### config.mk
export PLATFORM = sky130hd
export DESIGN_NAME = sdrc_wb_arbiter
export DESIGN_NICKNAME = d
export VERILOG_FILES = /design/src/rtl/sdrc_wb_arbiter.sv
export SDC_FILE = /design/constraint.sdc
export NUM_CORES = 1
export LEC_CHECK = 0
export BUFFER_PORTS_ARGS = -buffer_cell sky130_fd_sc_hd__buf_2
export CAP_MARGIN = 20
export CELL_PAD_IN_SITES_DETAIL_PLACEMENT = 0
export CELL_PAD_IN_SITES_GLOBAL_PLACEMENT = 1
export CORE_ASPECT_RATIO = 0.7
export CORE_UTILIZATION = 19
export CTS_CLUSTER_SIZE = 12
export DETAILED_ROUTE_END_ITERATION = 10
export GPL_TIMING_DRIVEN = 0
export PLACE_DENSITY = 0.79
export SYNTH_ARGS = -nofsm -noshare
export SYNTH_HDL_FRONTEND = slang
export SYNTH_SLANG_ARGS = --single-unit
### constraint.sdc
create_clock -name wb_clk_i -period 2.1 [get_ports wb_clk_i]
set_clock_uncertainty 0.15 [all_clocks]
set_input_delay 0 -clock wb_clk_i [delete_from_list [all_inputs] [get_ports wb_clk_i]]
set_output_delay 0 -clock wb_clk_i [all_outputs]
set_load 0.02 [all_outputs]
### src/rtl/sdrc_wb_arbiter.sv
// rtl/sdrc_wb_arbiter.sv - two-master Wishbone arbiter with round-robin grant and ACK timeout abort
module sdrc_wb_arbiter #(
    parameter int AW      = 26,
    parameter int DW      = 32,
    parameter int TIMEOUT = 1024
) (
    input  logic            wb_clk_i,
    input  logic            wb_rst_i,
    input  logic            sdr_init_done,

    input  logic            m0_cyc_i,
    input  logic            m0_stb_i,
    input  logic            m0_we_i,
    input  logic [AW-1:0]   m0_adr_i,
    input  logic [DW/8-1:0] m0_sel_i,
    input  logic [DW-1:0]   m0_dat_i,
    output logic [DW-1:0]   m0_dat_o,
    output logic            m0_ack_o,
    output logic            m0_err_o,

    input  logic            m1_cyc_i,
    input  logic            m1_stb_i,
    input  logic            m1_we_i,
    input  logic [AW-1:0]   m1_adr_i,
    input  logic [DW/8-1:0] m1_sel_i,
    input  logic [DW-1:0]   m1_dat_i,
    output logic [DW-1:0]   m1_dat_o,
    output logic            m1_ack_o,
    output logic            m1_err_o,

    output logic            s_cyc_o,
    output logic            s_stb_o,
    output logic            s_we_o,
    output logic [AW-1:0]   s_adr_o,
    output logic [DW/8-1:0] s_sel_o,
    output logic [DW-1:0]   s_dat_o,
    input  logic [DW-1:0]   s_dat_i,
    input  logic            s_ack_i,
    output logic [1:0]      gnt_o
);

    // Last stall count before the access is aborted; the abort fires on the
    // TIMEOUT-th consecutive unacknowledged strobe cycle.
    localparam logic [15:0] WAIT_LAST = 16'(TIMEOUT - 1);

    typedef enum logic [1:0] {
        IDLE  = 2'd0,
        GNT0  = 2'd1,
        GNT1  = 2'd2,
        ABORT = 2'd3
    } state_t;

    state_t      state;
    state_t      state_nxt;
    logic        last_gnt;
    logic        last_gnt_nxt;
    logic [15:0] wait_cnt;
    logic [15:0] wait_cnt_nxt;

    logic        granted;
    logic        own_cyc;
    logic        own_stb;
    logic        own_ack;
    logic        timeout_hit;
    logic        aborted_cyc;

    // Select the owning master's bus and form the slave-side pass-through
    always_comb begin
        granted  = (state == GNT0) || (state == GNT1);
        own_cyc  = (state == GNT1) ? m1_cyc_i : m0_cyc_i;
        own_stb  = (state == GNT1) ? m1_stb_i : m0_stb_i;

        s_cyc_o  = granted & own_cyc;
        s_stb_o  = granted & own_cyc & own_stb;
        s_we_o   = 1'b0;
        s_adr_o  = '0;
        s_sel_o  = '0;
        s_dat_o  = '0;
        if (state == GNT0) begin
            s_we_o  = m0_we_i;
            s_adr_o = m0_adr_i;
            s_sel_o = m0_sel_i;
            s_dat_o = m0_dat_i;
        end else if (state == GNT1) begin
            s_we_o  = m1_we_i;
            s_adr_o = m1_adr_i;
            s_sel_o = m1_sel_i;
            s_dat_o = m1_dat_i;
        end

        // The timeout only fires with s_ack_i low, so ack and err stay exclusive
        timeout_hit = s_stb_o & ~s_ack_i & (wait_cnt == WAIT_LAST);
        own_ack     = s_stb_o & s_ack_i;

        m0_ack_o = own_ack & (state == GNT0);
        m1_ack_o = own_ack & (state == GNT1);
        m0_err_o = timeout_hit & (state == GNT0);
        m1_err_o = timeout_hit & (state == GNT1);

        // Read data is broadcast; only the acked master samples it
        m0_dat_o = s_dat_i;
        m1_dat_o = s_dat_i;

        gnt_o    = {state == GNT1, state == GNT0};

        // The aborted master is always the last one granted
        aborted_cyc = last_gnt ? m1_cyc_i : m0_cyc_i;
    end

    // Next-state, round-robin grant selection and stall counter
    always_comb begin
        state_nxt    = state;
        last_gnt_nxt = last_gnt;
        wait_cnt_nxt = '0;
        case (state)
            IDLE: begin
                if (sdr_init_done) begin
                    if (m0_cyc_i && m1_cyc_i) begin
                        // Contention: favour the master not served last
                        state_nxt    = last_gnt ? GNT0 : GNT1;
                        last_gnt_nxt = ~last_gnt;
                    end else if (m0_cyc_i) begin
                        state_nxt    = GNT0;
                        last_gnt_nxt = 1'b0;
                    end else if (m1_cyc_i) begin
                        state_nxt    = GNT1;
                        last_gnt_nxt = 1'b1;
                    end
                end
            end
            GNT0, GNT1: begin
                if (timeout_hit) begin
                    state_nxt = ABORT;
                end else if (!own_cyc) begin
                    state_nxt = IDLE;
                end else if (s_stb_o && !s_ack_i) begin
                    wait_cnt_nxt = wait_cnt + 16'd1;
                end
            end
            ABORT: begin
                // Hold the port off until the aborted master ends its cycle
                if (!aborted_cyc) begin
                    state_nxt = IDLE;
                end
            end
            default: begin
                state_nxt = IDLE;
            end
        endcase
    end

    // State, last grant and stall counter registers with synchronous reset
    always_ff @(posedge wb_clk_i) begin
        if (wb_rst_i) begin
            state    <= IDLE;
            last_gnt <= 1'b1;
            wait_cnt <= '0;
        end else begin
            state    <= state_nxt;
            last_gnt <= last_gnt_nxt;
            wait_cnt <= wait_cnt_nxt;
        end
    end

endmodule

Word level (Yosys, flattened, before mapping)
Cells that the tools add are included.
{"block": "totals", "register_bits": 19, "input_bits": 166, "word_cells": 59}
{"block": "op_classes", "addsub": 1, "n_eq_ne": 8, "n_mux": 23, "n_bitwise": 14, "n_reduce_logical": 10}
{"operator": "two-way mux 32 bit", "n": 2}
{"operator": "two-way mux 26 bit", "n": 2}
{"operator": "adder 16 x 1 -> 16 bit, second input constant", "n": 1}
{"operator": "== test 16 x 10 -> 1 bit, second input constant", "n": 1}
{"operator": "two-way mux 2 bit", "n": 8}
{"operator": "AND 1 bit", "n": 9}
{"operator": "two-way mux 1 bit", "n": 8}
{"operator": "two-way mux 4 bit", "n": 2}
{"operator": "one-hot mux 2 bit (3 select lines)", "n": 1}
{"operator": "inverter 1 bit", "n": 5}
{"operator": "OR reduction 5 bit", "n": 1}
{"operator": "== test 2 bit, second input constant", "n": 2}
{"operator": "!= test 2 bit, second input constant", "n": 2}
{"operator": "!= test 4 bit, second input constant", "n": 1}
{"operator": "AND reduction 4 bit", "n": 1}
{"operator": "!= test 3 bit, second input constant", "n": 1}
{"operator": "AND reduction 3 bit", "n": 1}
{"operator": "nonzero test 3 bit", "n": 1}
{"operator": "== test 2 x 1 -> 1 bit, second input constant", "n": 1}
{"operator": "logical AND 1 bit", "n": 2}
{"operator": "logical NOT 2 bit", "n": 1}
{"operator": "OR reduction 2 bit", "n": 1}
{"operator": "logical NOT 1 bit", "n": 1}
{"operator": "logical OR 1 bit", "n": 1}

Longest topological paths before layout
{"block": "depth", "word_depth": 8, "mapped_depth": 7}

Least setup slack after synthesis
Ideal clock, no wire load.
{"block": "synth_path", "kind": "register to output", "from": "register state[1]", "to": "output port s_dat_o[23]", "arrival_ns": 1.756, "required_ns": 1.950, "setup_slack_ns": 0.194, "path_stages_with_launch": 8, "path_buffers": 3, "cell_sequence": "dfxtp_1 inv_1 ha_1 clkbuf_1 buf_1 buf_2 nand2_1 o21ai_0"}
{"block": "synth_via", "word_cells_on_any_way": 4, "cone_classes": "eq/ne: 2; mux: 2"}
{"element": "start: declaration", "line_no": "53", "rtl": "state_t state;"}
{"element": "start signal: assignment", "line_no": "159", "rtl": "state <= state_nxt;"}
{"element": "== test 2 x 1 -> 1 bit"}
{"element": "named net gnt_o[0]", "line_no": "39", "rtl": "output logic [1:0] gnt_o"}
{"element": "two-way mux 32 bit", "line_no": "79", "rtl": "if (state == GNT0) begin"}
{"element": "end: declaration", "line_no": "36", "rtl": "output logic [DW-1:0] s_dat_o,"}
The timed path passes the listed nets, and every way through them passes these cells.

Final worst setup path
{"block": "layout_path", "from": "register state[1]", "to": "register state[0]"}
{"block": "layout_via", "elab_chain_cells": 8, "word_cells_on_any_way": 19, "cone_classes": "eq/ne: 7; mux: 4; bitwise: 4; reduce/logical: 4"}
{"element": "== test 2 bit or == test 2 x 1 -> 1 bit (tied branches)"}
{"element": "two-way mux 1 bit or logical OR 1 bit (tied branches)", "line_no": "70, 69"}
{"element": "AND 1 bit (2 in series)", "line_no": "74", "rtl": "s_stb_o = granted & own_cyc & own_stb;"}
{"element": "AND 1 bit (2 in series)", "line_no": "92", "rtl": "timeout_hit = s_stb_o & ~s_ack_i & (wait_cnt == WAIT_LAST);"}
{"element": "!= test 3 bit (no line) or two-way mux 2 bit (tied branches)"}
{"element": "AND reduction 4 bit (no line) or one-hot mux 2 bit (3 select lines) (tied branches)"}
Several ways; a longest one is shown, not always the timed one.
A chain may end at the register's enable or synchronous reset.

==> metrics.txt <==
status=finished clean; Port Buffers=268; pin count of the biggest net entering global routing=13; Crit Path Category=flip-flop to flip-flop; drt initial violations=99; I/O Pins=301; min Tclk post-route=2040 ps; post-DR wirelength/cell=15.8 microns; crit start category=flip-flop; Mapped Nets=510; Clk Latency, worst-skew pair=250 ps; Synth Area per Inst=7.00 sq um; maximum VDD drop=0.417 mV; Yosys warning total=0; Compound-Gate Fraction of Synth Area=23.1%; pre-CTS worst setup slack=-216 ps; Nets=785; power density over cell area=924 nW/um^2; GP Congestion=0.878; Area Growth Syn to Fin=72.4%; largest family of logic cells by synthesized area=simple AND/OR/NAND/NOR gates; crit share post-route=96.9%; simple-gate share of the synthesized area=25.9%; WHS Endpoint=last_gnt; share of cells above drive strength 1=59.8%; placed cell count=763; CP required=2070 ps; most frequent cell after synthesis=nand2_1; dpl hpwl=10,800 microns; ys flop type=dfxtp_1; final wirelength=12,100 microns; WHS=35.5 ps; setup TNS=0 ps; antenna fix cells=0; Critical Path Sink Type=flip-flop; Seq/Total Area, Yosys=16.1%; Post-Synth XOR/XNOR Area=4.07%; Worst path slowest cell=dfxtp_2; GRT Util Overall=17.6%; Worst Setup Slack, final=64.1 ps; slew margin rel.=71.7%; CORE AREA=11,900 sq um; Hold Crit Start=sdr_init_done; cell area after synthesis=2370 sq um; DIE AREA=12,900 sq um; vias=3,276; Initial Utilization=19.8%; cts bufs inserted=3; final cell count without fillers=769; Post-Syn Instances=338; cells on worst reg2reg path=6; TritonCTS clock tree=done; first-pass GRT wire length=16,800 microns; post-synthesis mux area share=2.70%; final hold violations=0; clk sink count=19; cell taking the most area after synthesis=buf_4; reg2reg start=state[1]; Worst-Margin Slew=424 ps; Yosys top cell area share=20.6%; ys async rst share=0%; vias in the first global route=3,035; worst r2r dst=state[0]; synth cell count leaders=nand2_1 (73), buf_4 (65), o21ai_0 (36), a22o_1 (30), dfxtp_1 (19); MaxCap Viol Count=0; Max Slew Vio Count=0; DRT antenna net count=0; Crit Path Max Fanout=8; CP bufs+invs=1; vias per cell=4.26; initial antenna violation count=0; H-Tree Depth=1; top cells by area, synth=buf_4 (21%), dfxtp_1 (16%), nand2_1 (12%), a22o_1 (11%), o21ai_0 (7.6%); Netlist cell types=41; num rows=33; HP Class=input pin to flip-flop; max incr delay on CP=380 ps; root buffer cell=clkbuf_16; Critical Path AT=2010 ps; Leakage=0.00223 uW; Max Buffers Root-to-Sink=2; DRC violations left=0; Synth Register Bits=19; Critical Path, Cell by Cell=inv_1, ha_1, a22o_1, a221o_1, nor4b_1, a211oi_1; Clk pin slew, worst setup/hold paths=60 ps; internal reg-to-reg setup slack=60 ps; Die H=95.4 microns; cell family with most CP delay=compound AO/OA/AOI/OAI gates; worst hold stages=3; fmax=491 MHz; Adder-Cell Fraction of Synth Area=3.17%; total global routing overflow=0; 1st-pass router iterations=4; Post-synth EDFFs=0; Die X-Extent=135 microns; count of final setup violators=0
[sequential cells by signal, indices dropped and copies added, names as in the netlist]
register  flops
state         2
wait_cnt     16
last_gnt      1
[worst reg2reg max path: cells and delay by family, from the launching register on]
family,cells,cell delay (ps)
compound gates,3,670
fa+ha+maj,1,280
buf+inv,1,80
flops,1,380
simple gates,1,350
[placed cells by master, fill, tap and decap left out, types with 6 or more instances in the layout]
| cell type | instances |
|---|---|
| o21ai_1 | 17 |
| nor2_1 | 17 |
| a22o_1 | 30 |
| o21ai_0 | 18 |
| dfxtp_1 | 17 |
| buf_4 | 70 |
| nand2_1 | 73 |
| nand3_1 | 6 |
| buf_2 | 266 |
| nand4_1 | 7 |
| xor2_1 | 10 |
[stage by stage]
stage	util, %	power, uW	instance area [sq um]
after floorplan	-	2190	2370
after global placement	32.7	3240	3900
after detailed placement	32.7	3270	3900
after CTS	33.8	3750	4040
after global routing	34.2	4040	4080
final	34.2	3770	4080
[area by class of cell]
cell class	count	area (sq um)
inverters	4	15.0
clock buffers	3	75.1
multi-input cells	230	1410
clock inverters	1	7.51
fillers	1296	7850
repair buffers	270	1370
flip-flops and latches	19	385
well taps	157	196
plain buffers	85	623
[report_power, final]
group / switching [uW] / total (uW) / internal [uW]
Clock: 145 / 403 / 257
Combinational: 1860 / 2940 / 1090
Sequential: 33.8 / 422 / 389
[cells by family (layout without fill, tap and decap cells)]
family	after synthesis	after routing
DFF	19	19
and+or+nand+nor	127	127
xor gates and xnor gates	11	11
adders and majority gates	6	6
buffers and inverters	89	363
AOI/OAI and AO/OA	80	80
muxes	6	6
[metal layers]
layer  global-route usage [%]  vias to the layer above  share of wire, %
met4                     3.93                        0               1.0
met5                        0                        -                 0
li1                         -                     1650                 -
met1                     20.2                     1499                41
met3                     1.38                        6               4.2
met2                     35.3                      121                54
[worst max-delay path by stage]
stage / start / endpoint / slack, ps / depth (start not counted)
after global routing: state[0] / s_adr_o[20] / -2 / 8
after floorplan: state[1] / s_dat_o[23] / 190 / 7
after global placement: state[1] / s_dat_o[23] / -170 / 8
after detailed placement: state[1] / s_dat_o[24] / -220 / 8
final: state[1] / state[0] / 60 / 6
after CTS: state[0] / s_dat_o[20] / -30 / 7
[what timing repair did]
item / 4_1_cts / 5_1_grt
resized for setup: 30 / 23
endpoints found under the setup margin: 65 / 45
endpoints found under the hold margin: 5 / 0
buffers inserted: 0 / 0
hold buffers: 2 / 0
cloned: 0 / 0
Power figures use the tool's default switching activity.
